File: src/rtl/calc2_port_responder.sv
// calc2 single-port responder: two-cycle request capture, request FIFO, sequential ALU.
// Optional CALC2_STATS_EN adds saturating ok/err/drop counters.
module calc2_port_responder #(
  parameter int FIFO_DEPTH  = 4,
  parameter int ALU_LATENCY = 3
) (
  input  logic        c_clk,
  input  logic        reset,
  input  logic [3:0]  req_cmd_in,
  input  logic [31:0] req_data_in,
  input  logic [1:0]  req_tag_in,
  output logic [1:0]  out_resp,
  output logic [31:0] out_data,
  output logic [1:0]  out_tag,
  output logic        drop_err
`ifdef CALC2_STATS_EN
  ,
  output logic [15:0] stat_ok,
  output logic [15:0] stat_err,
  output logic [15:0] stat_drop
`endif
);

  localparam int DATA_W = 32;
  localparam int AW     = (FIFO_DEPTH > 1) ? $clog2(FIFO_DEPTH) : 1;
  localparam int CW     = AW + 1;
  localparam int ENT_W  = 4 + 2 + 2 * DATA_W;
  localparam int CNT_W  = (ALU_LATENCY > 1) ? $clog2(ALU_LATENCY) : 1;

  typedef enum logic {CAP_IDLE, CAP_OP2}  cap_state_t;
  typedef enum logic {ALU_FREE, ALU_BUSY} alu_state_t;

  cap_state_t r_cap_state, w_cap_next;
  alu_state_t r_alu_state, w_alu_next;

  logic [CNT_W-1:0]  r_cnt;
  logic [3:0]        r_cap_cmd;
  logic [1:0]        r_cap_tag;
  logic [DATA_W-1:0] r_cap_op1;

  logic [ENT_W-1:0]  r_mem [FIFO_DEPTH];
  logic [AW-1:0]     r_wptr, r_rptr;
  logic [CW-1:0]     r_count;

  logic [3:0]        r_ex_cmd;
  logic [1:0]        r_ex_tag;
  logic [DATA_W-1:0] r_ex_op1, r_ex_op2;

  logic [1:0]        r_resp;
  logic [DATA_W-1:0] r_data;
  logic [1:0]        r_tag;
  logic              r_drop;

  logic w_empty, w_full, w_pop, w_wr_req, w_wr, w_drop, w_respond;
  logic [DATA_W+1:0] w_res;

  // Result packed as {resp[1:0], data[31:0]}; data forced to 0 on error.
  function automatic logic [DATA_W+1:0] alu_result(input logic [3:0] cmd,
                                                   input logic [DATA_W-1:0] a,
                                                   input logic [DATA_W-1:0] b);
    logic [DATA_W:0] sum;
    alu_result = {2'd2, {DATA_W{1'b0}}};
    sum        = {1'b0, a} + {1'b0, b};
    case (cmd)
      4'd1: if (!sum[DATA_W]) alu_result = {2'd1, sum[DATA_W-1:0]};
      4'd2: if (b <= a)       alu_result = {2'd1, a - b};
      4'd5: alu_result = {2'd1, a << b[4:0]};
      4'd6: alu_result = {2'd1, a >> b[4:0]};
      default: alu_result = {2'd2, {DATA_W{1'b0}}};
    endcase
  endfunction

  assign w_empty = (r_count == '0);
  assign w_full  = (r_count == CW'(FIFO_DEPTH));
  assign w_res   = alu_result(r_ex_cmd, r_ex_op1, r_ex_op2);

  always_comb begin
    w_cap_next = r_cap_state;
    w_alu_next = r_alu_state;
    w_wr_req   = 1'b0;
    w_pop      = 1'b0;
    w_respond  = 1'b0;
    if (r_cap_state == CAP_IDLE) begin
      if (req_cmd_in != 4'd0) w_cap_next = CAP_OP2;
    end else begin
      w_wr_req   = 1'b1;
      w_cap_next = CAP_IDLE;
    end
    if (r_alu_state == ALU_FREE) begin
      if (!w_empty) begin
        w_pop      = 1'b1;
        w_alu_next = ALU_BUSY;
      end
    end else if (r_cnt == '0) begin
      w_respond = 1'b1;
      if (!w_empty) w_pop = 1'b1;
      else          w_alu_next = ALU_FREE;
    end
    // A pop in the same cycle frees a slot for a write into a full FIFO.
    w_wr   = w_wr_req & (!w_full | w_pop);
    w_drop = w_wr_req & ~w_wr;
  end

  // Control state, FIFO bookkeeping and registered outputs
  always_ff @(posedge c_clk) begin
    if (reset) begin
      r_cap_state <= CAP_IDLE;
      r_alu_state <= ALU_FREE;
      r_cnt       <= '0;
      r_wptr      <= '0;
      r_rptr      <= '0;
      r_count     <= '0;
      r_resp      <= '0;
      r_data      <= '0;
      r_tag       <= '0;
      r_drop      <= 1'b0;
    end else begin
      r_cap_state <= w_cap_next;
      r_alu_state <= w_alu_next;
      if (w_wr)  r_wptr <= r_wptr + AW'(1);
      if (w_pop) r_rptr <= r_rptr + AW'(1);
      case ({w_wr, w_pop})
        2'b10:   r_count <= r_count + CW'(1);
        2'b01:   r_count <= r_count - CW'(1);
        default: r_count <= r_count;
      endcase
      if (w_pop)                                     r_cnt <= CNT_W'(ALU_LATENCY - 1);
      else if (r_alu_state == ALU_BUSY && r_cnt != '0) r_cnt <= r_cnt - CNT_W'(1);
      if (w_respond) begin
        r_resp <= w_res[DATA_W+1:DATA_W];
        r_data <= w_res[DATA_W-1:0];
        r_tag  <= r_ex_tag;
      end else begin
        r_resp <= '0;
        r_data <= '0;
        r_tag  <= '0;
      end
      r_drop <= w_drop;
    end
  end

  // Datapath registers: capture, FIFO storage, ALU operands
  always_ff @(posedge c_clk) begin
    if (r_cap_state == CAP_IDLE && req_cmd_in != 4'd0) begin
      r_cap_cmd <= req_cmd_in;
      r_cap_tag <= req_tag_in;
      r_cap_op1 <= req_data_in;
    end
    if (w_wr) r_mem[r_wptr] <= {r_cap_cmd, r_cap_tag, r_cap_op1, req_data_in};
    if (w_pop) {r_ex_cmd, r_ex_tag, r_ex_op1, r_ex_op2} <= r_mem[r_rptr];
  end

  assign out_resp = r_resp;
  assign out_data = r_data;
  assign out_tag  = r_tag;
  assign drop_err = r_drop;

`ifdef CALC2_STATS_EN
  logic [15:0] r_stat_ok, r_stat_err, r_stat_drop;

  function automatic logic [15:0] sat_inc(input logic [15:0] v);
    sat_inc = (v == 16'hFFFF) ? v : v + 16'd1;
  endfunction

  always_ff @(posedge c_clk) begin
    if (reset) begin
      r_stat_ok   <= '0;
      r_stat_err  <= '0;
      r_stat_drop <= '0;
    end else begin
      if (w_respond && w_res[DATA_W+1:DATA_W] == 2'd1) r_stat_ok  <= sat_inc(r_stat_ok);
      if (w_respond && w_res[DATA_W+1:DATA_W] == 2'd2) r_stat_err <= sat_inc(r_stat_err);
      if (w_drop) r_stat_drop <= sat_inc(r_stat_drop);
    end
  end

  assign stat_ok   = r_stat_ok;
  assign stat_err  = r_stat_err;
  assign stat_drop = r_stat_drop;
`endif

endmodule
File: config.mk
export PLATFORM = sky130hd
export DESIGN_NAME = calc2_port_responder
export DESIGN_NICKNAME = d
export VERILOG_FILES = /design/src/rtl/calc2_port_responder.sv
export SDC_FILE = /design/constraint.sdc
export NUM_CORES = 1
export LEC_CHECK = 0
export BUFFER_PORTS_ARGS = -buffer_cell sky130_fd_sc_hd__buf_2
export CORE_MARGIN = 10
export CORE_UTILIZATION = 35
export DETAILED_ROUTE_END_ITERATION = 6
export GPL_TIMING_DRIVEN = 0
export PLACE_DENSITY = 0.47
export SETUP_SLACK_MARGIN = 0.4
export SLEW_MARGIN = 10
export SYNTH_ARGS = -nofsm -noshare
export SYNTH_HDL_FRONTEND = slang
export SYNTH_SLANG_ARGS = --single-unit
File: constraint.sdc
create_clock -name c_clk -period 4.83 [get_ports c_clk]
set_input_delay 0.483 -clock c_clk [delete_from_list [all_inputs] [get_ports c_clk]]
set_output_delay 0.483 -clock c_clk [all_outputs]
set_load 0.05 [all_outputs]
==> results of run 1 <==
[area by class of cell]
| cell class | count | area, sq um | share of cell area (%) |
|---|---|---|---|
| Tap cell | 846 | 1060 | 4.14 |
| Inverter | 81 | 308 | 1.20 |
| Buffer | 100 | 459 | 1.80 |
| Clock buffer | 58 | 1240 | 4.84 |
| Multi-Input combinational cell | 1080 | 8930 | 34.9 |
| Sequential cell | 436 | 12600 | 49.3 |
| Clock inverter | 28 | 432 | 1.69 |
| Timing Repair Buffer | 84 | 546 | 2.13 |
[cell families (layout without fill, tap and decap cells)]
logic type	count (synthesis)	after routing
multiplexers	180	180
adder cells (fa/ha/maj)	73	73
AND/OR/NAND/NOR	386	386
flip-flops	436	436
XOR/XNOR	29	29
buffers and inverters	181	351
AO/OA/AOI/OAI	412	412
[worst max-delay path by stage]
stage | start | endpoint | cells past startpoint
floorplan | r_ex_op2[2] | out_data[25] | 16
global placement | r_ex_op2[2] | out_data[25] | 16
detailed placement | r_ex_op2[2] | out_data[25] | 16
CTS | r_ex_op2[2] | out_data[25] | 17
global route | r_ex_op2[2] | out_data[8] | 17
finish | r_ex_op2[1] | out_data[30] | 11
[report_power, final]
group | leakage (nW) | switching, mW | internal [mW]
Sequential | 4.00 | 0.898 | 4.84
Combinational | 4.13 | 6.90 | 3.94
Clock | 0.803 | 1.51 | 2.32
Total | 8.93 | 9.31 | 11.1
[per-stage QoR]
stage                     TNS, ps  instance area [sq um]
after floorplan                 0                  22100
after global placement     -34650                  23500
after detailed placement   -33610                  23700
after CTS                       0                  25500
after global routing            0                  25600
final                           0                  25600
[flip-flops by register name, indices dropped and copies added (netlist names)]
| signal | count |
|---|---|
| r_count | 3 |
| r_alu_state | 1 |
| out_data | 32 |
| r_ex_op1 | 32 |
| r_cap_op1 | 32 |
| r_wptr | 2 |
| out_resp | 2 |
| drop_err | 1 |
| r_ex_cmd | 4 |
| r_ex_op2 | 32 |
| r_cap_state | 1 |
| r_cap_tag | 2 |
| r_cap_cmd | 4 |
| r_rptr | 2 |
| out_tag | 2 |
| r_ex_tag | 2 |
| r_mem | 280 |
| r_cnt | 2 |
[Yosys cell counts, types with 19 or more instances]
library cell / n / share of area, %
a21oi_1: 108 / 2.4
a31oi_1: 19 / 0.54
buf_1: 19 / 0.32
clkbuf_1: 58 / 0.98
dfxtp_1: 48 / 4.3
edfxtp_1: 388 / 53
ha_1: 70 / 4.0
inv_1: 75 / 1.3
mux2i_1: 59 / 2.7
mux4_2: 103 / 10
nand2_1: 84 / 1.4
nor2_1: 149 / 2.5
nor3_1: 35 / 0.79
o21ai_0: 101 / 2.3
o22ai_1: 19 / 0.54
xnor2_1: 26 / 1.0
[layer usage]
layer,GRT usage (%),vias up
met5,0,-
met4,5.32,0
met3,2.74,113
met2,30.2,467
met1,26.7,7739
li1,-,6827
[worst max-delay path, cell delays in order (launching register included)]
cell and delay, ps:
edfxtp_1 460, buf_2 350, buf_1 560, buf_2 410
buf_1 620, o21ai_0 500, nor2_1 190, a21oi_1 140
nand2_1 130, o21ai_0 160, a221oi_1 450, o22ai_1 200
[timing repair]
item / CTS / global route
endpoints found under the setup margin: 34 / 32
pin swaps: 3 / 3
gates cloned: 0 / 0
buffers inserted: 2 / 0
gates resized for setup: 31 / 21
==> flow_metrics.tcl, run 1 <==
set metrics [dict create \
    dr_wl_met2_microns 32900 \
    postLayoutSetupSlackWorst_ps 452 \
    portBuffers 76 \
    crit_path_end_kind "flip-flop" \
    outcome "finished clean" \
    die_w_microns 271 \
    p_leak_nw 8.93 \
    ys.flop_type "edfxtp_1" \
    synth_compound_area_share_pct 12.1 \
    clk_pin_slew_worst_paths_ps 60 \
    grt.total_usage_pct 19.0 \
    stdcell_count 2713 \
    p_total_mw 20.4 \
    peakVddDrop_v 0.000289 \
    grt_setup_unrepaired "no" \
    nNetsFinal 1943 \
    ios 77 \
    synthAdderAreaFrac_pct 4.23 \
    dieArea_sq_mm 0.0736 \
    start_util_pct 35.2 \
    clock_latency_ps 610 \
    wl_met3_microns 3350 \
    fin_crit_ps 4380 \
    finalCritPeriodShare_pct 90.6 \
    std_cell_rows 92 \
    worstPathArrival_ps 4800 \
    ys_seq_area_share_pct 57.1 \
    fmax_mhz 228 \
    grt_pass1_vias 15323 \
    hold_end "r_cap_tag[1]" \
    hpwl_microns 53000 \
    syn_inst 1697 \
    viasPerCell 5.58 \
    grt_overflow 0 \
    synthesis.nets 1810 \
    antenna_cells 0 \
    hold_buffers 0 \
    drt-initial-drc-count 1313 \
    yosys.area_share.simple_pct 8.12 \
    antenna_left 0 \
    dp_cells 2625 \
    die_h_microns 271 \
    relSlewSlack_pct 19.5 \
    min_path_cells 1 \
    worst_slew_pin_slew_ps 1200 \
    drcViolationCount 0 \
    fillers 5975 \
    slew_viol_final 0 \
    hp-class "in -> reg" \
    start_kind "flip-flop" \
    wl_met1_microns 33400 \
    core-area_sq_mm 0.0629 \
    top_layer "met4" \
    gp_congestion 0.971 \
    power_density_mw_per_mm2 797 \
    synth.mux.area_fraction_pct 14.1 \
    cts_root_buf "clkbuf_16" \
    clock_path_buffers 3 \
    crit_fanout 10 \
    async_flop_share_pct 0 \
    netlist_area_sq_mm 0.0221 \
    drive_gt1_share_pct 18.9 \
    synth_edf_count 388 \
    synth_xor_area_share_pct 1.15 \
    grt_start_max_net_pins 49 \
    hold_violations 0 \
    post-route-util_pct 40.7 \
    cts_tree "yes" \
    cts_buffers 47 \
    layout_commonest_cell "edfxtp_1" \
    grt_antenna_before_repair 2 \
    rr_startpoint "r_ex_op2[1]" \
    worstPathRequired_ps 5250 \
    vias 15146 \
    maxCapViolations 0 \
    grt_pass1_wl_microns 105000 \
    setup_viol 0 \
    reg2reg_depth 11 \
    wl_microns 71500 \
    finalClockSkew_ps 25.7 \
    holdWs_ps 67.1 \
    clock-sinks 436 \
    synthDistinctLibCells 79 \
    area_growth_syn_to_layout_pct 15.7 \
    layout_common_cells "edfxtp_1 (388), nor2_1 (148), a21oi_1 (106)" \
    hp-start "req_tag_in[1]" \
    ys_seq_elements 436 \
    routedWlPerCell_microns 26.3 \
    synth_warnings 0 \
    ff2ff_setup_slack_ps 450 \
    synth_top_family_by_area "multiplexers" \
    regToRegEndpoint "out_data[30]" \
    htreeDepth 2 \
    place_ws_ps -1260 \
    crit_type "reg -> reg" \
    firstDrtPassIters 5 \
    postSynthAreaPerCell_sq_um 13.0 \
]
Power figures use the tool's default switching activity.
==> inputs of run 2 (changes only) <==
--- a/config.mk
+++ b/config.mk
@@ -10,7 +10,7 @@
 export CORE_UTILIZATION = 35
 export DETAILED_ROUTE_END_ITERATION = 6
 export GPL_TIMING_DRIVEN = 0
-export PLACE_DENSITY = 0.47
+export PLACE_DENSITY = 0.55
 export SETUP_SLACK_MARGIN = 0.4
 export SLEW_MARGIN = 10
 export SYNTH_ARGS = -nofsm -noshare
==> run 2 against run 1 <==
First-iteration DRC count increased by 6.5%; sequential cell count unchanged; final cell count increased by 0.11%; fmax increased by 0.30%; critical path type unchanged; design area decreased by 0.21%; routed wire length increased by 0.64%.
==> flow_metrics.tcl, run 2 (synthesized netlist as in run 1, its figures left out) <==
set metrics [dict create \
    fin_crit_ps 4370 \
    grt_start_max_net_pins 51 \
    crit_type "reg -> reg" \
    die_w_microns 271 \
    clock_latency_ps 590 \
    hold_end "r_cap_tag[1]" \
    cts_tree "yes" \
    regMostFlops "r_mem" \
    relSlewSlack_pct 13.6 \
    drt-initial-drc-count 1398 \
    dp_cells 2625 \
    stdcell_count 2716 \
    routedWlPerCell_microns 26.5 \
    core-area_sq_mm 0.0629 \
    start_kind "flip-flop" \
    fmax_mhz 229 \
    hold_violations 0 \
    htreeDepth 2 \
    multi_input_area_sq_mm 0.00901 \
    worstPathArrival_ps 4760 \
    largest_reg_flops 280 \
    clk_pin_slew_worst_paths_ps 60 \
    fin_tns_setup_ps 0 \
    vias 15196 \
    firstDrtPassIters 6 \
    wl_microns 71900 \
    start_util_pct 35.2 \
    worst_slew_pin_slew_ps 1290 \
    min_path_cells 1 \
    grt_setup_unrepaired "yes" \
    ff2ff_setup_slack_ps 460 \
    hp-class "in -> reg" \
    maxCapViolations 0 \
    grt_antenna_before_repair 3 \
    hp-start "req_tag_in[1]" \
    std_cell_rows 92 \
    reg2reg_depth 13 \
    drcViolationCount 0 \
    clock-sinks 436 \
    drive_gt1_share_pct 19.6 \
    finalClockSkew_ps 13.6 \
    rr_startpoint "r_ex_op2[3]" \
    area_growth_syn_to_layout_pct 15.5 \
    dieArea_sq_mm 0.0736 \
    outcome "finished clean" \
    grt.total_usage_pct 19.2 \
    die_h_microns 271 \
    cts_buffers 48 \
    grt_pass1_wl_microns 106000 \
    finalCritPeriodShare_pct 90.4 \
    setup_viol 0 \
    antenna_left 0 \
    portBuffers 76 \
    worstPathRequired_ps 5230 \
    gp_congestion 0.948 \
    hold_buffers 0 \
    viasPerCell 5.59 \
    seqCellArea_sq_mm 0.0126 \
    slew_viol_final 0 \
    hpwl_microns 54300 \
    layout_common_cells "edfxtp_1 (388), nor2_1 (148), a21oi_1 (106)" \
    nNetsFinal 1944 \
    grt_overflow 0 \
    crit_fanout 10 \
    ios 77 \
    grt_pass1_vias 15359 \
    fillers 5952 \
    layout_commonest_cell "edfxtp_1" \
    crit_path_end_kind "flip-flop" \
    regToRegEndpoint "out_data[18]" \
    clock_path_buffers 3 \
    cts_root_buf "clkbuf_16" \
]
[run 2: cell count changes in the layout (fill, tap and decap cells not counted), sizes merged]
cell	previous run	this run
inv	80	84
bufinv	9	2
clkbuf	118	119
diode	0	1
buf	124	125
clkinvlp	2	5
[run 2: how the worst max path moves through the flow]
stage | from | endpoint | slack [ps]
2_1_floorplan | r_ex_op2[2] | out_data[25] | 670
3_3_place_gp | r_ex_op2[2] | out_data[5] | -1880
3_5_place_dp | r_ex_op2[2] | out_data[12] | -1780
4_1_cts | r_ex_op2[2] | out_data[6] | 420
5_1_grt | r_ex_op2[1] | out_data[30] | 400
6_report | r_ex_op2[3] | out_data[18] | 460
[run 2: metrics by stage]
stage               instance area, sq um  util (%)  hold slack [ps]  setup slack, ps
floorplan                          22100         -              420              672
global placement                   23500      37.5              468            -1880
detailed placement                 23700      37.8              451            -1780
CTS                                25400      40.5             37.4              419
global route                       25500      40.6             55.4              400
finish                             25500      40.6             73.5              465
[run 2: repair_timing]
item / in CTS / in global routing
buffers inserted: 1 / 1
resized for setup: 48 / 15
setup endpoints to repair: 34 / 30
pin swaps: 2 / 3
[run 2: layout make-up]
type | instances | area share [%]
flip-flops and latches | 436 | 49.4
repair buffers | 84 | 2.17
multi-input cells | 1080 | 35.3
diodes | 1 | 0.00980
clock buffers | 60 | 4.92
clock inverters | 28 | 0.970
inverters | 81 | 1.22
well taps | 846 | 4.15
plain buffers | 100 | 1.87
[run 2: per-layer routing]
| metal | GRT usage (%) | part of all wire (%) | up-vias |
|---|---|---|---|
| li1 | - | - | 6824 |
| met1 | 26.2 | 44 | 7688 |
| met2 | 30.5 | 46 | 574 |
| met3 | 3.93 | 7.3 | 108 |
| met4 | 5.44 | 2.7 | 2 |
| met5 | 0 | 0.018 | - |
[run 2: worst max-delay path, cell delays in order (launching register included)]
cell	delay, ps
edfxtp_1	510
clkinvlp_4	300
clkbuf_2	330
ha_1	360
buf_2	180
a21oi_1	330
a21oi_2	140
o31ai_2	400
a21oi_2	170
o211a_1	260
nand4_1	180
nand2_4	180
a221oi_1	540
a31oi_2	290
Power of run 2 is left out: the tool's default activity adds up to more than one toggle a clock period on the data nets, which glitch-free logic cannot reach.
==> inputs of run 3 (changes only) <==
--- a/config.mk
+++ b/config.mk
@@ -7,10 +7,9 @@
 export LEC_CHECK = 0
 export BUFFER_PORTS_ARGS = -buffer_cell sky130_fd_sc_hd__buf_2
 export CORE_MARGIN = 10
-export CORE_UTILIZATION = 35
+export CORE_UTILIZATION = 55
 export DETAILED_ROUTE_END_ITERATION = 6
-export GPL_TIMING_DRIVEN = 0
-export PLACE_DENSITY = 0.55
+export PLACE_DENSITY = 0.77
 export SETUP_SLACK_MARGIN = 0.4
 export SLEW_MARGIN = 10
 export SYNTH_ARGS = -nofsm -noshare
==> run 3 against run 2 <==
Via count decreased by 2.3%; register-to-register slack gained 270 ps; routed wire length decreased by 19%; die area decreased by 34%; worst hold slack better by 4.3 ps; first-iteration DRC count is 15% higher; critical path depth fell by 4; clock skew is 5.1 ps higher; fmax is 6.5% higher; non-clock buffer count decreased by 78; sequential share of layout area increased by 2.3 points; design area is 4.5% lower.
==> flow_metrics.tcl, run 3 (synthesized netlist as in run 1, its figures left out) <==
set metrics [dict create \
    p_leak_nw 8.62 \
    finalCritPeriodShare_pct 84.9 \
    grt_pass1_vias 14768 \
    design_area_sq_mm 0.0244 \
    regMostFlops "r_mem" \
    hold_violations 0 \
    ios 77 \
    path_cells "ha_1, nor3_1, nor3b_1, a2111oi_4, o41ai_4, a2111o_1, nand2_2, a221o_1, o311a_1" \
    portBuffers 76 \
    worst_slew_pin_slew_ps 860 \
    crit_fanout 26 \
    peakVddDrop_v 0.000451 \
    fillers 3068 \
    clock_path_buffers 3 \
    worstPathArrival_ps 4570 \
    critical_path.top_delay_family "compound AO/OA/AOI/OAI gates" \
    nNetsFinal 1861 \
    drt-initial-drc-count 1603 \
    cts_root_buf "clkbuf_16" \
    dieArea_sq_mm 0.0486 \
    antenna_left 0 \
    layout_common_cells "edfxtp_1 (388), nor2_1 (148), a21oi_1 (108)" \
    fmax_mhz 244 \
    largest_reg_flops 280 \
    firstDrtPassIters 5 \
    maxCapViolations 0 \
    viasPerCell 6.44 \
    gp_congestion 1.01 \
    antenna_cells 0 \
    drcViolationCount 0 \
    std_cell_rows 73 \
    clock_latency_ps 580 \
    placed_area_sq_mm 0.0230 \
    clock-sinks 436 \
    layout_commonest_cell "edfxtp_1" \
    grt_start_max_net_pins 67 \
    hp-class "in -> reg" \
    area_growth_syn_to_layout_pct 10.3 \
    hold_buffers 0 \
    grt_pass1_wl_microns 89700 \
    outcome "finished clean" \
    clk_pin_slew_worst_paths_ps 60 \
    vias 14853 \
    cts_tree "yes" \
    grt_overflow 0 \
    grt_setup_unrepaired "no" \
    max_stage_delay_ps 570 \
    wl_microns 58400 \
    crit_type "reg -> reg" \
    core-area_sq_mm 0.0397 \
    grt.total_usage_pct 24.2 \
    die_h_microns 220 \
    multi_input_area_sq_mm 0.00883 \
    start_util_pct 55.6 \
    slew_viol_final 0 \
    routedWlPerCell_microns 25.3 \
    htreeDepth 2 \
    cts_buffers 43 \
    die_w_microns 220 \
    finalClockSkew_ps 18.8 \
    fin_crit_ps 4100 \
    seqCellArea_sq_mm 0.0126 \
    crit_path_end_kind "flip-flop" \
    cp_slowest_cell "nor3b_1" \
    drive_gt1_share_pct 17.9 \
    fin_tns_setup_ps 0 \
    start_kind "flip-flop" \
    path_buf_inv 0 \
    worstPathRequired_ps 5300 \
    power_density_mw_per_mm2 770 \
    hpwl_microns 40900 \
    grt_antenna_before_repair 0 \
    place_ws_ps 672 \
    relSlewSlack_pct 42.6 \
    setup_viol 0 \
    postLayoutSetupSlackWorst_ps 731 \
]
## run 3: routing by layer
layer / wire [microns] / track usage [%] / vias to the layer above
met5: 0 / 0 / -
met4: 1550 / 7.21 / 0
met3: 4950 / 4.22 / 103
met2: 26700 / 37.0 / 681
met1: 25200 / 35.0 / 7402
li1: - / - / 6667
## run 3: stage by stage
step	util, %	cells	total power [mW]	hold slack (ps)
4_1_cts	61.3	2308	18.6	51.1
3_5_place_dp	57.9	2228	15.3	456
6_report	61.4	2308	18.8	77.8
5_1_grt	61.4	2308	19.8	62.5
2_1_floorplan	-	1697	12.6	420
3_3_place_gp	57.9	2227	15.3	458
## run 3: area by class of cell
| cell class | count | area share, % |
|---|---|---|
| clock buffer | 55 | 4.60 |
| clock inverter | 25 | 1.00 |
| inverter | 81 | 1.25 |
| multi-input combinational | 1080 | 36.2 |
| sequential | 436 | 51.8 |
| tap | 525 | 2.69 |
| timing repair buffer | 106 | 2.48 |
## run 3: worst paths after layout
| kind | start | endpoint | slack [ps] | depth (start not counted) |
|---|---|---|---|---|
| setup / recovery | r_ex_op1[9] | out_data[16] | 730 | 9 |
| hold / removal | req_tag_in[0] | r_cap_tag[0] | 80 | 1 |
| setup reg to reg | r_ex_op1[9] | out_data[16] | 730 | 9 |
| hold reg to reg | r_ex_tag[1] | out_tag[1] | 470 | 1 |
## run 3: power breakdown
| part | internal, mW | total [mW] | switching, mW |
|---|---|---|---|
| registers | 4.84 | 5.63 | 0.791 |
| logic | 3.74 | 9.93 | 6.19 |
| clock network | 1.82 | 3.21 | 1.39 |
| total | 10.4 | 18.8 | 8.37 |
## run 3: repair_timing
action | 4_1_cts | 5_1_grt
resized for setup | 0 | 2
endpoints found under the setup margin | 0 | 2
setup buffers | 0 | 0
hold endpoints to repair | 0 | 0
## run 3: worst register-to-register path: stages (launching register included)
cell	delay, ps
edfxtp_1	540
ha_1	510
nor3_1	350
nor3b_1	570
a2111oi_4	210
o41ai_4	570
a2111o_1	320
nand2_2	360
a221o_1	460
o311a_1	120
